===== src/rtl/mesh_pkg.sv =====
// Shared definitions for the mesh terminal receive endpoint: header layout,
// payload geometry helper and the receive FSM state encoding.
package mesh_pkg;

  localparam int unsigned NXT_W  = 8;
  localparam int unsigned ROW_W  = 4;
  localparam int unsigned COL_W  = 4;
  localparam int unsigned MODE_W = 1;
  localparam int unsigned HDR_W  = NXT_W + ROW_W + COL_W + MODE_W;
  localparam int unsigned DEST_W = ROW_W + COL_W;

  typedef enum logic [1:0] {
    IDLE   = 2'd0,
    POP    = 2'd1,
    SETTLE = 2'd2
  } rx_state_e;

  // Header occupies the top HDR_W bits of every packet, MSB first.
  typedef struct packed {
    logic [NXT_W-1:0]  nxt_jmp;
    logic [ROW_W-1:0]  row;
    logic [COL_W-1:0]  col;
    logic [MODE_W-1:0] mode;
  } pkt_hdr_t;

  // Payload width (and header LSB offset) for a packet of sz bits.
  function automatic int unsigned pay_w(input int unsigned sz);
    return sz - HDR_W;
  endfunction

endpackage


===== src/rtl/mesh_term_fifo.sv =====
// Synchronous payload FIFO for mesh_term_rx; power-of-two depth with
// wrap-bit pointers and a registered empty flag.
module mesh_term_fifo #(
  parameter int unsigned width = 24,
  parameter int unsigned depth = 8
) (
  input  logic             clk,
  input  logic             reset,
  input  logic             wr_en,
  input  logic [width-1:0] wr_data,
  input  logic             rd_en,
  output logic [width-1:0] rd_data,
  output logic             full,
  output logic             empty
);
  localparam int unsigned AW = $clog2(depth);

  logic [AW:0]      wr_ptr, rd_ptr, wr_ptr_d, rd_ptr_d;
  logic [width-1:0] mem [depth];
  logic             wr_ok, rd_ok;

  assign full     = (wr_ptr[AW] != rd_ptr[AW]) && (wr_ptr[AW-1:0] == rd_ptr[AW-1:0]);
  assign wr_ok    = wr_en & ~full;
  assign rd_ok    = rd_en & ~empty;
  assign wr_ptr_d = wr_ptr + (AW+1)'(wr_ok);
  assign rd_ptr_d = rd_ptr + (AW+1)'(rd_ok);
  assign rd_data  = mem[rd_ptr[AW-1:0]];

  always_ff @(posedge clk or negedge reset) begin
    if (!reset) begin
      wr_ptr <= '0;
      rd_ptr <= '0;
      empty  <= 1'b1;
    end else begin
      wr_ptr <= wr_ptr_d;
      rd_ptr <= rd_ptr_d;
      empty  <= (wr_ptr_d == rd_ptr_d);
    end
  end

  // Storage is reset so the head reads zero out of reset.
  always_ff @(posedge clk or negedge reset) begin
    if (!reset) begin
      for (int unsigned i = 0; i < depth; i++) mem[AW'(i)] <= '0;
    end else if (wr_ok) begin
      mem[wr_ptr[AW-1:0]] <= wr_data;
    end
  end

endmodule


===== src/rtl/mesh_term_rx.sv =====
// Receive endpoint for one mesh_gnrtr terminal: pops router packets, keeps
// local/broadcast payloads in a FIFO. Optional counters: MESH_TERM_RX_STATS_EN.
module mesh_term_rx
  import mesh_pkg::*;
#(
  parameter int unsigned pckg_sz    = 40,
  parameter int unsigned fifo_depth = 8,
  parameter logic [3:0]  ROW_ID     = 4'd0,
  parameter logic [3:0]  COL_ID     = 4'd0,
  parameter logic [7:0]  bdcst      = {8{1'b1}}
) (
  input  logic                clk,
  input  logic                reset,
  input  logic                pndng,
  input  logic [pckg_sz-1:0]  data_out,
  output logic                pop,
  output logic                rx_valid,
  input  logic                rx_ready,
  output logic [pckg_sz-18:0] rx_data,
  output logic                rx_bcst,
  output logic                drop_pulse
`ifdef MESH_TERM_RX_STATS_EN
  ,
  output logic [15:0]         rx_pkt_cnt,
  output logic [15:0]         rx_drop_cnt
`endif
);
  localparam int unsigned PAY_W   = pay_w(pckg_sz);
  localparam int unsigned ENTRY_W = PAY_W + 1;

  rx_state_e          state_q, state_d;
  logic               pop_d, drop_d;
  logic               wr_en, wr_bcst, rd_en;
  logic               full, empty;
  pkt_hdr_t           hdr;
  logic [DEST_W-1:0]  dest;
  logic [ENTRY_W-1:0] rd_entry;
  logic               hdr_unused;

  assign hdr        = pkt_hdr_t'(data_out[pckg_sz-1 -: HDR_W]);
  assign dest       = {hdr.row, hdr.col};
  assign hdr_unused = ^{hdr.nxt_jmp, hdr.mode};

  always_ff @(posedge clk or negedge reset) begin
    if (!reset) begin
      state_q    <= IDLE;
      pop        <= 1'b0;
      drop_pulse <= 1'b0;
    end else begin
      state_q    <= state_d;
      pop        <= pop_d;
      drop_pulse <= drop_d;
    end
  end

  // Head is classified on the edge that retires the pop; SETTLE covers the router's head update.
  always_comb begin
    state_d = state_q;
    pop_d   = 1'b0;
    drop_d  = 1'b0;
    wr_en   = 1'b0;
    wr_bcst = 1'b0;
    unique case (state_q)
      IDLE: begin
        if (pndng && !full) begin
          state_d = POP;
          pop_d   = 1'b1;
        end
      end
      POP: begin
        state_d = SETTLE;
        if (dest == {ROW_ID, COL_ID}) begin
          wr_en = 1'b1;
        end else if (dest == bdcst) begin
          wr_en   = 1'b1;
          wr_bcst = 1'b1;
        end else begin
          drop_d = 1'b1;
        end
      end
      SETTLE:  state_d = IDLE;
      default: state_d = IDLE;
    endcase
  end

  mesh_term_fifo #(
    .width (ENTRY_W),
    .depth (fifo_depth)
  ) u_fifo (
    .clk     (clk),
    .reset   (reset),
    .wr_en   (wr_en),
    .wr_data ({wr_bcst, data_out[PAY_W-1:0]}),
    .rd_en   (rd_en),
    .rd_data (rd_entry),
    .full    (full),
    .empty   (empty)
  );

  assign rd_en    = rx_valid & rx_ready;
  assign rx_valid = ~empty;
  assign rx_data  = rd_entry[PAY_W-1:0];
  assign rx_bcst  = rd_entry[PAY_W];

`ifdef MESH_TERM_RX_STATS_EN
  // Saturating accept/drop counters.
  always_ff @(posedge clk or negedge reset) begin
    if (!reset) begin
      rx_pkt_cnt  <= '0;
      rx_drop_cnt <= '0;
    end else begin
      if (wr_en && rx_pkt_cnt != 16'hFFFF)   rx_pkt_cnt  <= rx_pkt_cnt + 16'd1;
      if (drop_d && rx_drop_cnt != 16'hFFFF) rx_drop_cnt <= rx_drop_cnt + 16'd1;
    end
  end
`endif

endmodule


===== config.mk =====
export PLATFORM = sky130hd
export DESIGN_NAME = mesh_term_rx
export DESIGN_NICKNAME = d
export VERILOG_FILES = /design/src/rtl/mesh_pkg.sv /design/src/rtl/mesh_term_fifo.sv /design/src/rtl/mesh_term_rx.sv
export SDC_FILE = /design/constraint.sdc
export NUM_CORES = 1
export LEC_CHECK = 0
export CORE_ASPECT_RATIO = 1.25
export CORE_MARGIN = 1.5
export CORE_UTILIZATION = 58
export DETAILED_ROUTE_END_ITERATION = 16
export GPL_TIMING_DRIVEN = 0
export PLACE_DENSITY_LB_ADDON = 0.05
export SLEW_MARGIN = 20
export SYNTH_ARGS = -nofsm -noshare
export SYNTH_HDL_FRONTEND = slang
export SYNTH_SLANG_ARGS = --single-unit

===== constraint.sdc =====
create_clock -name clk -period 4.2 [get_ports clk]
set_clock_uncertainty 0.2 [all_clocks]
set_input_delay 0.63 -clock clk [delete_from_list [all_inputs] [get_ports clk]]
set_output_delay 0.63 -clock clk [all_outputs]
set_load 0.05 [all_outputs]

---- Yosys cells after proc, flatten, opt, wreduce, memory -nomap -nowiden ----
Index checks and enable logic that the tools add are counted.
cells by class
  $add $sub $neg .......................... 2
  magnitude comparators ................... 3
  eq/ne operators ......................... 6
  muxes and demuxes ....................... 18
  bitwise operators ....................... 7
  reductions and logical operators ........ 6
operator list
  operator                                                               count
  192-bit bitwise mux                                                    1
  24-bit binary-select mux with 3-bit select                             1
  24-bit demux with 3-bit select                                         1
  24-bit 2-to-1 mux                                                      3
  1-bit 2-to-1 mux                                                       10
  4-bit by 1-bit adder with 4-bit output                                 2
  8-bit equality test, second input constant                             1
  4-bit greater-or-equal comparator, second input constant               2
  8-bit zero test                                                        1
  3-bit inverter with 4-bit output                                       2
  4-bit equality test                                                    1
  4-bit by 1-bit < comparator with 1-bit output, second input constant   1
  2-bit one-hot mux with 2 select lines                                  1
  1-bit AND                                                              3
  3-bit equality test                                                    1
  1-bit logical AND                                                      3
  2-bit by 1-bit equality test with 1-bit output, second input constant  1
  2-bit zero test                                                        1
  2-bit 2-to-1 mux                                                       1
  2-bit != test, second input constant                                   1
  1-bit inverter                                                         2
  1-bit zero test                                                        1
  1-bit != test                                                          1
word-level totals
  flip-flop bits (word level) ............. 205
  input port bits ......................... 44
  output and inout port bits .............. 27
  logic and storage cells ................. 56

---- Logic depth before layout (Yosys ltp) ----
Gate-level depths: netlist of run 1.
  word-level depth ........................ 7
  mapped depth ............................ 11
  mapped depth without buffers ............ 9

---- Cells and area by module ----
Synthesis of run 1 repeated with hierarchy kept, for this count alone.
unflattened totals
  cells, all modules ...................... 557
  area, all modules ....................... 9641.7 um2
modules (own cells, without submodules)
  module          times used  cells an instance  area each (um2)
  mesh_term_fifo  1           538                9447.8
  mesh_term_rx    1           19                 193.9

---- Least setup slack after synthesis of run 1 ----
OpenSTA, ideal clock, no wires.
  path kind ............................... flip-flop to output port
  start ................................... register u_fifo.rd_ptr[0]
  end ..................................... output port rx_data[0]
  arrival time ............................ 1955 ps
  data required time ...................... 3370 ps
  setup slack ............................. 1415 ps
  cell stages (with the launch flop) ...... 6
  path through ............................ dfrtp_1 buf_2 buf_2 buf_2 mux4_2 mux2_2
between the ends
  word-level cells in the longest chain between the ends .. 4
RTL lines
  what                                                    line                  text
  from (decl)                                             mesh_term_fifo.sv:18  logic [AW:0] wr_ptr, rd_ptr, wr_ptr_d, rd_ptr_d;
  from (signal assigned)                                  mesh_term_fifo.sv:36  rd_ptr <= rd_ptr_d;
  3-bit inverter with 4-bit output (implied by the code)  mesh_term_fifo.sv:27  assign rd_data = mem[rd_ptr[AW-1:0]];
  24-bit binary-select mux with 3-bit select              mesh_term_fifo.sv:27
  24-bit 2-to-1 mux (implied by the code) (2 in series)   mesh_term_fifo.sv:27
  to (decl)                                               mesh_term_rx.sv:19    output logic [pckg_sz-18:0] rx_data,
No other way between the ends. The select of a mux whose other input is x is not followed.

---- Final worst setup path of run 1 ----
  start ................................... register u_fifo.rd_ptr[0]
  end ..................................... output port rx_data[17]
Same word-level chain as after synthesis.

==> reports/metrics.cfg, run 1 <==
[power_and_ir_drop]
p_comb_share_pct=21.8
clkPwrFrac_pct=37.2
p_leak_uw=0.00541
internal_power_uw=3620
switching_share_pct=28.9
ir_drop_uv=385
p_per_area_nw_per_um2=449
p_seq_share_pct=41.0
power_switching_uw=1470

[yosys]
ys_top_cells_by_area=dfrtp_1 53%, mux2_2 16%, mux4_2 11%
synth_top_area_share_pct=52.6
synth_top_family_by_area=multiplexers
ys_warn_count=0
yosys.cell_types.count=35
synth_xor_area_share_pct=1.24
ys.flop_type=dfrtp_1
synth-async-reset-ratio_pct=100
yosysMostFrequentCell=dfrtp_1
synth_nets=603
synth_area_per_cell_um2=17.5
synthMuxAreaShare_pct=38.5
synthAdderAreaFrac_pct=0.516
synth_edf_count=0
syn_inst=555
yosys.area_share.simple_pct=2.10
syn_area_um2=9700
ys_ff_latch=205
synth_top_area_cell=dfrtp_1
synth_compound_area_share_pct=1.96
yosysSeqAreaShare_pct=52.9
synth_common_cells=204 x dfrtp_1, 134 x mux2_2, 60 x mux2_4

[run]
drv_cap=0

[layout]
antennaDiodeCount=0
fin_util_pct=69.7
fin_nets=689
final.fill_count=1097
syn_to_final_growth_pct=16.9
drive_above_1_share_pct=49.0

[global_routing]
antenna_found_initial=0
grt_pass1_vias=5862
grt_max_degree=105
grt.overflow.total=0
grt_first_pass_wirelength_mm=33.4
grt.total_usage_pct=24.8

[die]
die_w_um=119
num_io_pins=71
num_rows=52
fp.coreArea_um2=16300
fp.dieH_um=148
dieArea_um2=17500
initial_core_util_pct=59.6

[route]
vias=5085
avgRoutedWirePerCell_um=23.3
firstDrtPassIters=4
wirelength_mm=20.3
postRouteAntennaNets=0
vias_per_cell=5.82
first_iter_violations=202
drc_errors=0

[sta]
finalHoldViolCount=28
rsz0062_at_grt=no
fin_crit_sh_pct=96.7
max_freq_ghz=0.246
fin_crit_ns=4.06
worst_pin_slew_ns=0.959
maxSlewViolCount=0
hold_ws_ns=-0.0321
setup_viol=0
slew_headroom_pct=36.1

[critical_path]
crit_path_start_kind=register
rrSetupSlack_ns=1.46
worstPathArrival_ns=3.23
required_ns=3.37
crit_buf_inv=4
crit_family=buffers and inverters
crit_fanout=10
max_stage_delay_ns=0.70
slowest_stage=clkdlybuf4s50_1
path_class=register to output pin
crit_top_cell=buf_2
cp-startpoint=u_fifo.rd_ptr[0]
end_kind=output pin
r2r_start=u_fifo.rd_ptr[0]
path_cells=buf_2 > buf_2 > buf_4 > mux4_2 > mux2_2 > clkdlybuf4s50_1

[clock_tree]
clk_pin_slew_worst_paths_ns=0.06
cts_buffers=22
cts_tree=yes
clock_latency_ns=0.50
ctsHoldBuffers=0
cts_root_buf=clkbuf_16
cts.sinks=205
clockBufferDepth=3
postCtsSetupBuffers=0
htree_levels=1

[placed_design]
globalplace.congestion=0.735
post-dp-hpwl_mm=13.2
io_buffers=61

[outcome]
status=finished with violations
violations=hold timing

[min_path]
hold_class=primary input to async pin

-- layout by cell type, fill, tap and decap left out, types with 2 or more instances in the layout --
| master | n |
|---|---|
| nor2_1 | 2 |
| a2111oi_4 | 4 |
| a211oi_4 | 3 |
| xor2_2 | 2 |
| nand4_1 | 2 |
| dlymetal6s2s_1 | 6 |
| nor4b_1 | 2 |
| dfrtp_1 | 204 |
| xor2_1 | 4 |
| nand2_1 | 2 |
| mux2_4 | 60 |
| clkbuf_2 | 3 |
| inv_1 | 3 |
| mux4_2 | 48 |
| clkbuf_1 | 13 |
| ha_1 | 4 |
| nor4_4 | 3 |
| clkdlybuf4s50_1 | 54 |
| buf_2 | 7 |
| clkbuf_8 | 3 |
| buf_4 | 7 |
| mux2_2 | 134 |
| clkbuf_16 | 23 |
| clkinv_2 | 4 |
| xnor2_1 | 6 |
| mux2_1 | 22 |
| nand3_1 | 4 |
| buf_6 | 11 |
-- worst register-to-register path, cell delays in order, from the launching register on --
cell      delay [ns]
dfrtp_1         0.38
buf_2           0.15
xor2_1          0.26
nor4_4          0.11
buf_12          0.17
a211oi_4        0.52
buf_2           0.46
mux2_2          0.39
-- area by class of cell --
| type | count | area, µm² | share of cell area, % |
|---|---|---|---|
| sequential | 205 | 5130 | 45.2 |
| multi-input combinational | 313 | 4300 | 37.9 |
| timing repair buffer | 62 | 658 | 5.80 |
| clock buffer | 34 | 647 | 5.70 |
| tap | 216 | 270 | 2.38 |
| buffer | 34 | 265 | 2.34 |
| clock inverter | 6 | 57.6 | 0.507 |
| inverter | 3 | 11.3 | 0.0993 |
-- power by group through the flow --
stage / Combinational (µW) / Sequential (µW) / Clock (µW)
after detailed placement: 1120 / 2120 / 0
after CTS: 1130 / 2090 / 1920
after floorplan: 724 / 2140 / 0
final: 1110 / 2090 / 1900
after global routing: 1190 / 2090 / 2010
after global placement: 1100 / 2120 / 0
-- path summary, 6_finish.rpt --
path,to,depth (start not counted)
hold reg to reg,u_fifo.mem[22],1
min in group clk,u_fifo.mem[22],1
max in group asynchronous,u_fifo.mem[115],2
setup reg to reg,u_fifo.mem[71],7
hold / removal,u_fifo.mem[80],1
setup / recovery,rx_data[17],6
-- registers in the layout (all words and copies together) (netlist names) --
| name | cells |
|---|---|
| u_fifo.mem | 192 |
| pop | 1 |
| state_q | 2 |
| u_fifo.rd_ptr | 4 |
| u_fifo.wr_ptr | 4 |
| u_fifo.empty | 1 |
| drop_pulse | 1 |
-- metal layers --
layer / up-vias / GRT usage, % / share of wire [%]
met4: 0 / 7.47 / 2.6
met1: 2718 / 32.3 / 42
met5: - / 0 / 0
met2: 78 / 43.0 / 52
li1: 2252 / - / -
met3: 37 / 4.09 / 3.3
-- per-stage QoR --
step	setup WS, ns	std cells	area (µm²)	TNS, ns	total power [µW]
after global routing	0.00122	873	11300	0	5290
after CTS	0.0796	873	11300	0	5140
after detailed placement	0.168	833	10600	0	3240
after global placement	-5.53	832	10600	-1126.79	3220
after floorplan	1.42	555	9700	0	2860
final	0.141	873	11300	0	5090
-- cells by family after synthesis --
logic type,count (synthesis)
buffers and inverters,37
XOR/XNOR,12
AND/OR/NAND/NOR,24
flip-flops,205
multiplexers,264
AO/OA/AOI/OAI,9
adder cells (fa/ha/maj),4
-- timing repair --
action / 4_1_cts / 5_1_grt
cloned: 0 / 0
resized for setup: 4 / 6
setup endpoints to repair: 20 / 6
No activity file was read; power rests on OpenSTA's default activity.
==> inputs of run 2 (changes only) <==
Settings changed: SKIP_LAST_GASP set to 1.
==> results of run 2 <==
No change in the layout: final DEF, timing and power equal those of run 1.
